### src/rtl/tpu_bus_arbiter.sv
`timescale 1ns/1ps
`default_nettype none
// ============================================================================
// Module      : tpu_bus_arbiter
// Description : Round-robin owner selection for the shared TPU data bus, with
//               burst-length grants and a forced idle turnaround between owners.
//               Optional macro BUS_ARB_PRIO_EN adds a prio_mode input that
//               selects fixed lowest-index-wins priority.
// Revision    : 1.0 - initial release
// ============================================================================
module tpu_bus_arbiter #(
    parameter int R          = 3,
    parameter int LW         = 4,
    parameter int TURNAROUND = 1
) (
    input  logic                 s_clk,
    input  logic                 s_rst,
    input  logic [R-1:0]         req,
    input  logic [R*LW-1:0]      req_len,
`ifdef BUS_ARB_PRIO_EN
    input  logic                 prio_mode,
`endif
    output logic [R-1:0]         grant,
    output logic [$clog2(R)-1:0] owner,
    output logic                 busy,
    output logic [R-1:0]         done
);

    localparam int IW = $clog2(R);

    localparam logic [1:0] c_st_idle  = 2'd0;
    localparam logic [1:0] c_st_grant = 2'd1;
    localparam logic [1:0] c_st_turn  = 2'd2;

    localparam logic [1:0]   c_turn_init = (TURNAROUND > 0) ? 2'(TURNAROUND - 1) : 2'd0;
    localparam logic [R-1:0] c_one       = {{(R-1){1'b0}}, 1'b1};

    // Index base+k reduced modulo R; k never exceeds R, so one subtraction suffices.
    function automatic logic [IW-1:0] wrap_add(input logic [IW-1:0] base, input int k);
        int s;
        s = int'(base) + k;
        if (s >= R) begin
            s = s - R;
        end
        return IW'(s);
    endfunction

    logic [1:0]    r_state;
    logic [LW-1:0] r_cnt;
    logic [1:0]    r_tcnt;
    logic [IW-1:0] r_ptr;
    logic [IW-1:0] r_owner;
    logic [R-1:0]  r_grant;

    logic          w_prio;
    logic [IW-1:0] w_base;
    logic [IW-1:0] w_win;
    logic          w_found;
    logic [LW-1:0] w_len;
    logic          w_owner_req;
    logic          w_end;
    logic          w_arb;

`ifdef BUS_ARB_PRIO_EN
    assign w_prio = prio_mode;
`else
    assign w_prio = 1'b0;
`endif

    assign w_base = w_prio ? '0 : r_ptr;

    // Scan downward so the last hit kept is the one closest to the base.
    always_comb begin : p_select
        w_found = 1'b0;
        w_win   = '0;
        for (int k = R - 1; k >= 0; k--) begin
            if (req[wrap_add(w_base, k)]) begin
                w_found = 1'b1;
                w_win   = wrap_add(w_base, k);
            end
        end
    end

    assign w_len       = req_len[int'(w_win)*LW +: LW];
    assign w_owner_req = req[r_owner];

    // Early release (owner drops req) and count exhaustion both end the burst.
    assign w_end = (r_state == c_st_grant) && (!w_owner_req || (r_cnt == '0));

    assign w_arb = (r_state == c_st_idle)
                || ((r_state == c_st_turn) && (r_tcnt == 2'd0))
                || (w_end && (TURNAROUND == 0));

    always_ff @(posedge s_clk) begin : p_fsm
        if (s_rst) begin
            r_state <= c_st_idle;
            r_cnt   <= '0;
            r_tcnt  <= 2'd0;
            r_ptr   <= '0;
            r_owner <= '0;
            r_grant <= '0;
        end else if (w_arb) begin
            if (w_found) begin
                r_state <= c_st_grant;
                r_grant <= c_one << w_win;
                r_owner <= w_win;
                r_cnt   <= w_len;
                if (!w_prio) begin
                    r_ptr <= wrap_add(w_win, 1);
                end
            end else begin
                r_state <= c_st_idle;
                r_grant <= '0;
            end
        end else begin
            case (r_state)
                c_st_grant: begin
                    if (w_end) begin
                        r_state <= c_st_turn;
                        r_tcnt  <= c_turn_init;
                        r_grant <= '0;
                    end else begin
                        r_cnt <= r_cnt - 1'b1;
                    end
                end
                c_st_turn: begin
                    r_tcnt <= r_tcnt - 1'b1;
                end
                default: begin
                    r_state <= c_st_idle;
                    r_grant <= '0;
                end
            endcase
        end
    end

    assign grant = r_grant;
    assign owner = r_owner;
    assign busy  = (r_state != c_st_idle);
    assign done  = ((r_state == c_st_grant) && (r_cnt == '0) && w_owner_req) ? r_grant : '0;

endmodule
`default_nettype wire

### config.mk
export PLATFORM = sky130hd
export DESIGN_NAME = tpu_bus_arbiter
export DESIGN_NICKNAME = d
export VERILOG_FILES = /design/src/rtl/tpu_bus_arbiter.sv
export SDC_FILE = /design/constraint.sdc
export NUM_CORES = 1
export LEC_CHECK = 0
export CAP_MARGIN = 10
export CELL_PAD_IN_SITES_DETAIL_PLACEMENT = 1
export CELL_PAD_IN_SITES_GLOBAL_PLACEMENT = 1
export CORE_UTILIZATION = 39
export CTS_CLUSTER_SIZE = 8
export DETAILED_ROUTE_END_ITERATION = 12
export PLACE_DENSITY_LB_ADDON = 0.1
export REMOVE_ABC_BUFFERS = 1
export SLEW_MARGIN = 20
export SYNTH_ARGS = -nofsm -noshare
export SYNTH_HDL_FRONTEND = slang
export SYNTH_SLANG_ARGS = --single-unit
### constraint.sdc
create_clock -name s_clk -period 3.47 [get_ports s_clk]
set_input_delay 0.694 -clock s_clk [delete_from_list [all_inputs] [get_ports s_clk]]
set_output_delay 0.694 -clock s_clk [all_outputs]
set_load 0.05 [all_outputs]
==> results.sh, run 1 <==
export IMPL_wirelength_um=3320
export IMPL_finalMaxSlewViolations=0
export IMPL_p_leak_nw=0.597
export IMPL_diodes=0
export IMPL_synth_edf_count=0
export IMPL_cts_resized_gates=0
export IMPL_io_buffers=25
export IMPL_hold_start="r_ptr[0]"
export IMPL_critical_path_endpoint="done[1]"
export IMPL_synth_area_um2=1180
export IMPL_grt_overflow=0
export IMPL_clock_latency_ns=0.30
export IMPL_row_count=19
export IMPL_h_tree_depth=1
export IMPL_synth_cell_types=48
export IMPL_tns_ns=0
export IMPL_drtIter0Drc=44
export IMPL_final_setup_skew_ns=0.00223
export IMPL_required_ns=2.78
export IMPL_hold_class="reg2reg"
export IMPL_gp_congestion=0.881
export IMPL_layout_commonest_cell="clkdlybuf4s50_1"
export IMPL_violations="DRC"
export IMPL_dp_hpwl_um=2610
export IMPL_max_vdd_ir_drop_uv=375
export IMPL_ctsHoldBuffers=0
export IMPL_clk_pin_slew_ns=0.10
export IMPL_wl_per_cell_um=16.5
export IMPL_rsz0062_at_grt="no"
export IMPL_crit_path_end_kind="output port"
export IMPL_final_cell_mix="22 x clkdlybuf4s50_1, 15 x nor2_1, 15 x dfxtp_1"
export IMPL_die_h_um=57.1
export IMPL_async_flop_share_pct=0
export IMPL_cts_setup_buffers=0
export IMPL_grt_max_degree=17
export IMPL_clock_sinks=15
export IMPL_drt_drc_violations_left=2
export IMPL_max_freq_mhz=321
export IMPL_path_max_fanout=7
export IMPL_status="finished with violations"
export IMPL_dieArea_um2=3260
export IMPL_r2r_end="r_cnt[3]"
export IMPL_ios=26
export IMPL_timing_hold_ws_ns=0.487
export IMPL_cap_violations=0
export IMPL_vias_per_cell=5.78
export IMPL_rrSetupSlack_ns=0.81
export IMPL_cts_root_buf="clkbuf_4"
export IMPL_tightest_slew_ns=0.577
export IMPL_startpoint="req[2]"
export IMPL_cp_arrival_ns=2.42
export IMPL_setup_viol=0
export IMPL_gr_usage_all_layers_pct=22.3
export IMPL_antenna_found_initial=0
export IMPL_synth_seq_area_share_pct=25.3
export IMPL_area_growth_pct=27.8
export IMPL_start_util_pct=41.9
export IMPL_grt_pass1_vias=1248
export IMPL_synthCells=144
export IMPL_fin_crit_ns=3.11
export IMPL_synth_ff_type="dfxtp_1"
export IMPL_hold_viol_final=0
export IMPL_cp_start_kind="input pin"
export IMPL_cts_tree="yes"
export IMPL_dr_pass1_iters=8
export IMPL_post_route_cells_drive_above_1_share_pct=13.5
export IMPL_grt_pass1_wl_um=5540
export IMPL_p_total_w=0.00117
export IMPL_reg2reg_depth=8
export IMPL_nFillCells=334
export IMPL_clockBufferDepth=2
export IMPL_via_count=1167
export IMPL_syn_area_per_cell_um2=8.23
export IMPL_crit_type="in2out"
export IMPL_die_w_um=57.1
export IMPL_numCtsBuffers=3
export IMPL_reg2reg_from="r_ptr[1]"
export IMPL_yosysWarnings=0
export IMPL_p_per_area_nw_per_um2=774
export IMPL_relSlewSlack_pct=61.4
export IMPL_fin_crit_sh_pct=89.7
export IMPL_layout_nets=199
export IMPL_antenna_left=0
export IMPL_synth_seq_cells=15
export IMPL_coreArea_um2=2830
flip-flops by register name, summed over array words and instances, names as in the netlist:
name / count
r_state: 2
r_tcnt: 2
r_cnt: 4
r_ptr: 2
grant: 3
owner: 2
cell type report:
class	count	area (µm²)	share of cell area [%]
clock buffer	3	22.5	1.49
inverter	13	48.8	3.22
multi-input combinational	111	796	52.6
sequential	15	300	19.8
timing repair buffer	28	303	20.0
clock inverter	1	5.00	0.331
tap	31	38.8	2.56
per-stage QoR:
step                cell area (µm²)  setup WS (ns)  cells  util [%]
finish                         1510          0.358    202      53.5
global route                   1510          0.299    202      53.5
detailed placement             1490          0.371    198      52.5
CTS                            1510          0.369    202      53.5
global placement               1490          0.474    198      52.5
floorplan                      1140           1.09    139         -
Yosys cell counts, drive strengths merged, types with 2 or more instances:
cell     number  area, µm²
nand2b        2       12.5
a2111oi       3       27.5
a22oi         4       35.0
nand2        12       45.0
clkbuf        3       21.3
a21oi        11       55.1
o22ai         3       25.0
ha           10        125
buf           2       18.8
nor2         15       56.3
and3          6       40.0
inv          13       48.8
dfxtp        15        300
mux2          2       26.3
a31oi         2       12.5
nor3          3       15.0
nand3b        4       30.0
o21ai         5       28.8
a211oi        2       15.0
mux2i         7       70.1
routing by layer:
metal,track usage [%],up-vias,wire [µm]
met1,23.8,561,1440
met2,42.7,20,1710
met4,12.2,0,96
met3,2.27,8,71
li1,-,578,-
met5,0,-,0
report_power, final:
| part | internal [W] | switching (W) |
|---|---|---|
| Clock | 0.0000431 | 0.0000661 |
| Combinational | 0.000320 | 0.000476 |
| Sequential | 0.000222 | 0.0000430 |
logic make-up (layout without fill, tap and decap cells):
logic type | Yosys count | count (layout) | share of synthesized area [%]
muxes | 9 | 9 | 8.13
and+or+nand+nor | 53 | 53 | 23.7
AOI/OAI and AO/OA | 38 | 38 | 24.1
xor gates and xnor gates | 1 | 1 | 0.739
DFF | 15 | 15 | 25.3
buffers and inverters | 18 | 45 | 7.50
adders and majority gates | 10 | 10 | 10.6
critical path: stages:
cell and delay, ns:
clkdlybuf4s50_1 0.61, mux2i_1 0.12, o21ai_0 0.33, and2_1 0.27
and3_1 0.24, buf_12 0.15
how the worst min path moves through the flow:
| stage | endpoint | slack (ns) | cells after the start |
|---|---|---|---|
| after floorplan | r_ptr[0] | 0.45 | 2 |
| after global placement | r_state[0] | 0.47 | 2 |
| after detailed placement | r_ptr[0] | 0.48 | 2 |
| after CTS | r_state[0] | 0.50 | 2 |
| after global routing | r_state[0] | 0.51 | 2 |
| final | r_ptr[0] | 0.49 | 2 |
(Power assumes the default switching activity.)
==> run 2: changes to the inputs <==
--- a/config.mk
+++ b/config.mk
@@ -17,3 +17,4 @@
 export SYNTH_ARGS = -nofsm -noshare
 export SYNTH_HDL_FRONTEND = slang
 export SYNTH_SLANG_ARGS = --single-unit
+export TNS_END_PERCENT = 1
==> results of run 2 <==
Same layout as run 1: the final DEF is identical, and so are final timing and power.
==> run 3: changes to the inputs <==
--- a/config.mk
+++ b/config.mk
@@ -8,7 +8,7 @@
 export CAP_MARGIN = 10
 export CELL_PAD_IN_SITES_DETAIL_PLACEMENT = 1
 export CELL_PAD_IN_SITES_GLOBAL_PLACEMENT = 1
-export CORE_UTILIZATION = 39
+export CORE_UTILIZATION = 37
 export CTS_CLUSTER_SIZE = 8
 export DETAILED_ROUTE_END_ITERATION = 12
 export PLACE_DENSITY_LB_ADDON = 0.1
==> constraint.sdc (replaced) <==
create_clock -name s_clk -period 3 [get_ports s_clk]
set_input_delay 0.6 -clock s_clk [delete_from_list [all_inputs] [get_ports s_clk]]
set_output_delay 0.6 -clock s_clk [all_outputs]
set_load 0.05 [all_outputs]
==> results.sh, run 3 (synthesis results as in run 1) <==
export IMPL_status="complete, no violations"
export IMPL_cp_start_kind="input pin"
export IMPL_drt_drc_violations_left=0
export IMPL_p_leak_nw=0.624
export IMPL_tns_ns=0
export IMPL_vias_per_cell=5.38
export IMPL_rsz0062_at_grt="no"
export IMPL_dieArea_um2=3430
export IMPL_largest_register="r_cnt"
export IMPL_max_vdd_ir_drop_uv=348
export IMPL_grt_pass1_vias=1255
export IMPL_die_w_um=58.6
export IMPL_die_h_um=58.6
export IMPL_grt_pass1_wl_um=5830
export IMPL_post_route_util_pct=51.6
export IMPL_fin_crit_ns=2.90
export IMPL_path_max_fanout=7
export IMPL_ios=26
export IMPL_cp_arrival_ns=2.30
export IMPL_cts_root_buf="clkbuf_4"
export IMPL_drtIter0Drc=17
export IMPL_dp_hpwl_um=2770
export IMPL_cts_resized_gates=0
export IMPL_hold_start="r_ptr[0]"
export IMPL_diodes=0
export IMPL_gr_usage_all_layers_pct=22.6
export IMPL_clock_sinks=15
export IMPL_wirelength_um=3420
export IMPL_crit_type="in2out"
export IMPL_final_cell_mix="22 x clkdlybuf4s50_1, 15 x nor2_1, 15 x dfxtp_1"
export IMPL_layout_nets=205
export IMPL_finalMaxSlewViolations=0
export IMPL_cts_setup_buffers=0
export IMPL_via_count=1188
export IMPL_antenna_left=0
export IMPL_cap_violations=0
export IMPL_relSlewSlack_pct=66.8
export IMPL_reg2reg_from="r_ptr[0]"
export IMPL_gp_congestion=0.752
export IMPL_area_growth_pct=32.8
export IMPL_fin_crit_sh_pct=96.5
export IMPL_dr_pass1_iters=4
export IMPL_clk_pin_slew_ns=0.10
export IMPL_coreArea_um2=3050
export IMPL_required_ns=2.40
export IMPL_max_freq_mhz=345
export IMPL_hold_class="reg2reg"
export IMPL_numCtsBuffers=3
export IMPL_wl_per_cell_um=15.5
export IMPL_clock_latency_ns=0.29
export IMPL_nFillCells=392
export IMPL_crit_path_end_kind="output port"
export IMPL_hold_viol_final=0
export IMPL_cts_tree="yes"
export IMPL_clockBufferDepth=2
export IMPL_grt_max_degree=13
export IMPL_io_buffers=25
export IMPL_grt_overflow=0
export IMPL_layout_commonest_cell="clkdlybuf4s50_1"
export IMPL_setup_viol=0
export IMPL_post_route_cells_drive_above_1_share_pct=15.8
export IMPL_row_count=20
export IMPL_final_setup_skew_ns=0.000392
export IMPL_p_per_area_nw_per_um2=888
export IMPL_startpoint="req[2]"
export IMPL_antenna_found_initial=0
export IMPL_largest_reg_flops=4
export IMPL_start_util_pct=38.8
export IMPL_h_tree_depth=1
export IMPL_tightest_slew_ns=0.486
export IMPL_ctsHoldBuffers=0
## run 3: final timing paths
| check | cells after the start | slack [ns] | to |
|---|---|---|---|
| worst max-delay path | 6 | 0.10 | done[1] |
| worst min-delay path | 2 | 0.49 | r_ptr[0] |
| worst min register to register | 2 | 0.49 | r_ptr[0] |
| worst max register to register | 9 | 0.48 | r_cnt[1] |
## run 3: routing by layer
layer	part of all wire (%)	track usage [%]
met5	0	0
met2	46	37.6
met4	2.0	8.84
met3	3.8	3.30
met1	48	29.5
## run 3: worst max-delay path, stage by stage
cell             delay, ns
clkdlybuf4s50_1       0.60
mux2i_1               0.11
o21ai_0               0.29
and2_1                0.29
and3_1                0.25
buf_12                0.15
## run 3: area by class of cell
class | instances | area, µm² | area share (%)
tap | 44 | 55.1 | 3.50
sequential | 15 | 300 | 19.1
inverter | 13 | 48.8 | 3.10
timing repair buffer | 34 | 348 | 22.1
clock buffer | 4 | 26.3 | 1.67
multi-input combinational | 111 | 796 | 50.6
## run 3: power by group
group / switching, W / leakage [nW] / total, W / internal, W
clock network: 0.0000706 / 0.0150 / 0.000122 / 0.0000517
registers: 0.0000504 / 0.123 / 0.000308 / 0.000257
logic: 0.000556 / 0.485 / 0.000969 / 0.000413
## run 3: per-stage QoR
| step | hold WS [ns] | power [W] | setup WS [ns] | cell area [µm²] | std cells |
|---|---|---|---|---|---|
| 3_5_place_dp | 0.480 | 0.00128 | 0.104 | 1550 | 217 |
| 6_report | 0.488 | 0.00140 | 0.105 | 1570 | 221 |
| 5_1_grt | 0.515 | 0.00151 | 0.0351 | 1570 | 221 |
| 2_1_floorplan | 0.448 | 0.000948 | 0.707 | 1140 | 139 |
| 4_1_cts | 0.493 | 0.00140 | 0.106 | 1570 | 221 |
| 3_3_place_gp | 0.468 | 0.00125 | 0.204 | 1550 | 217 |
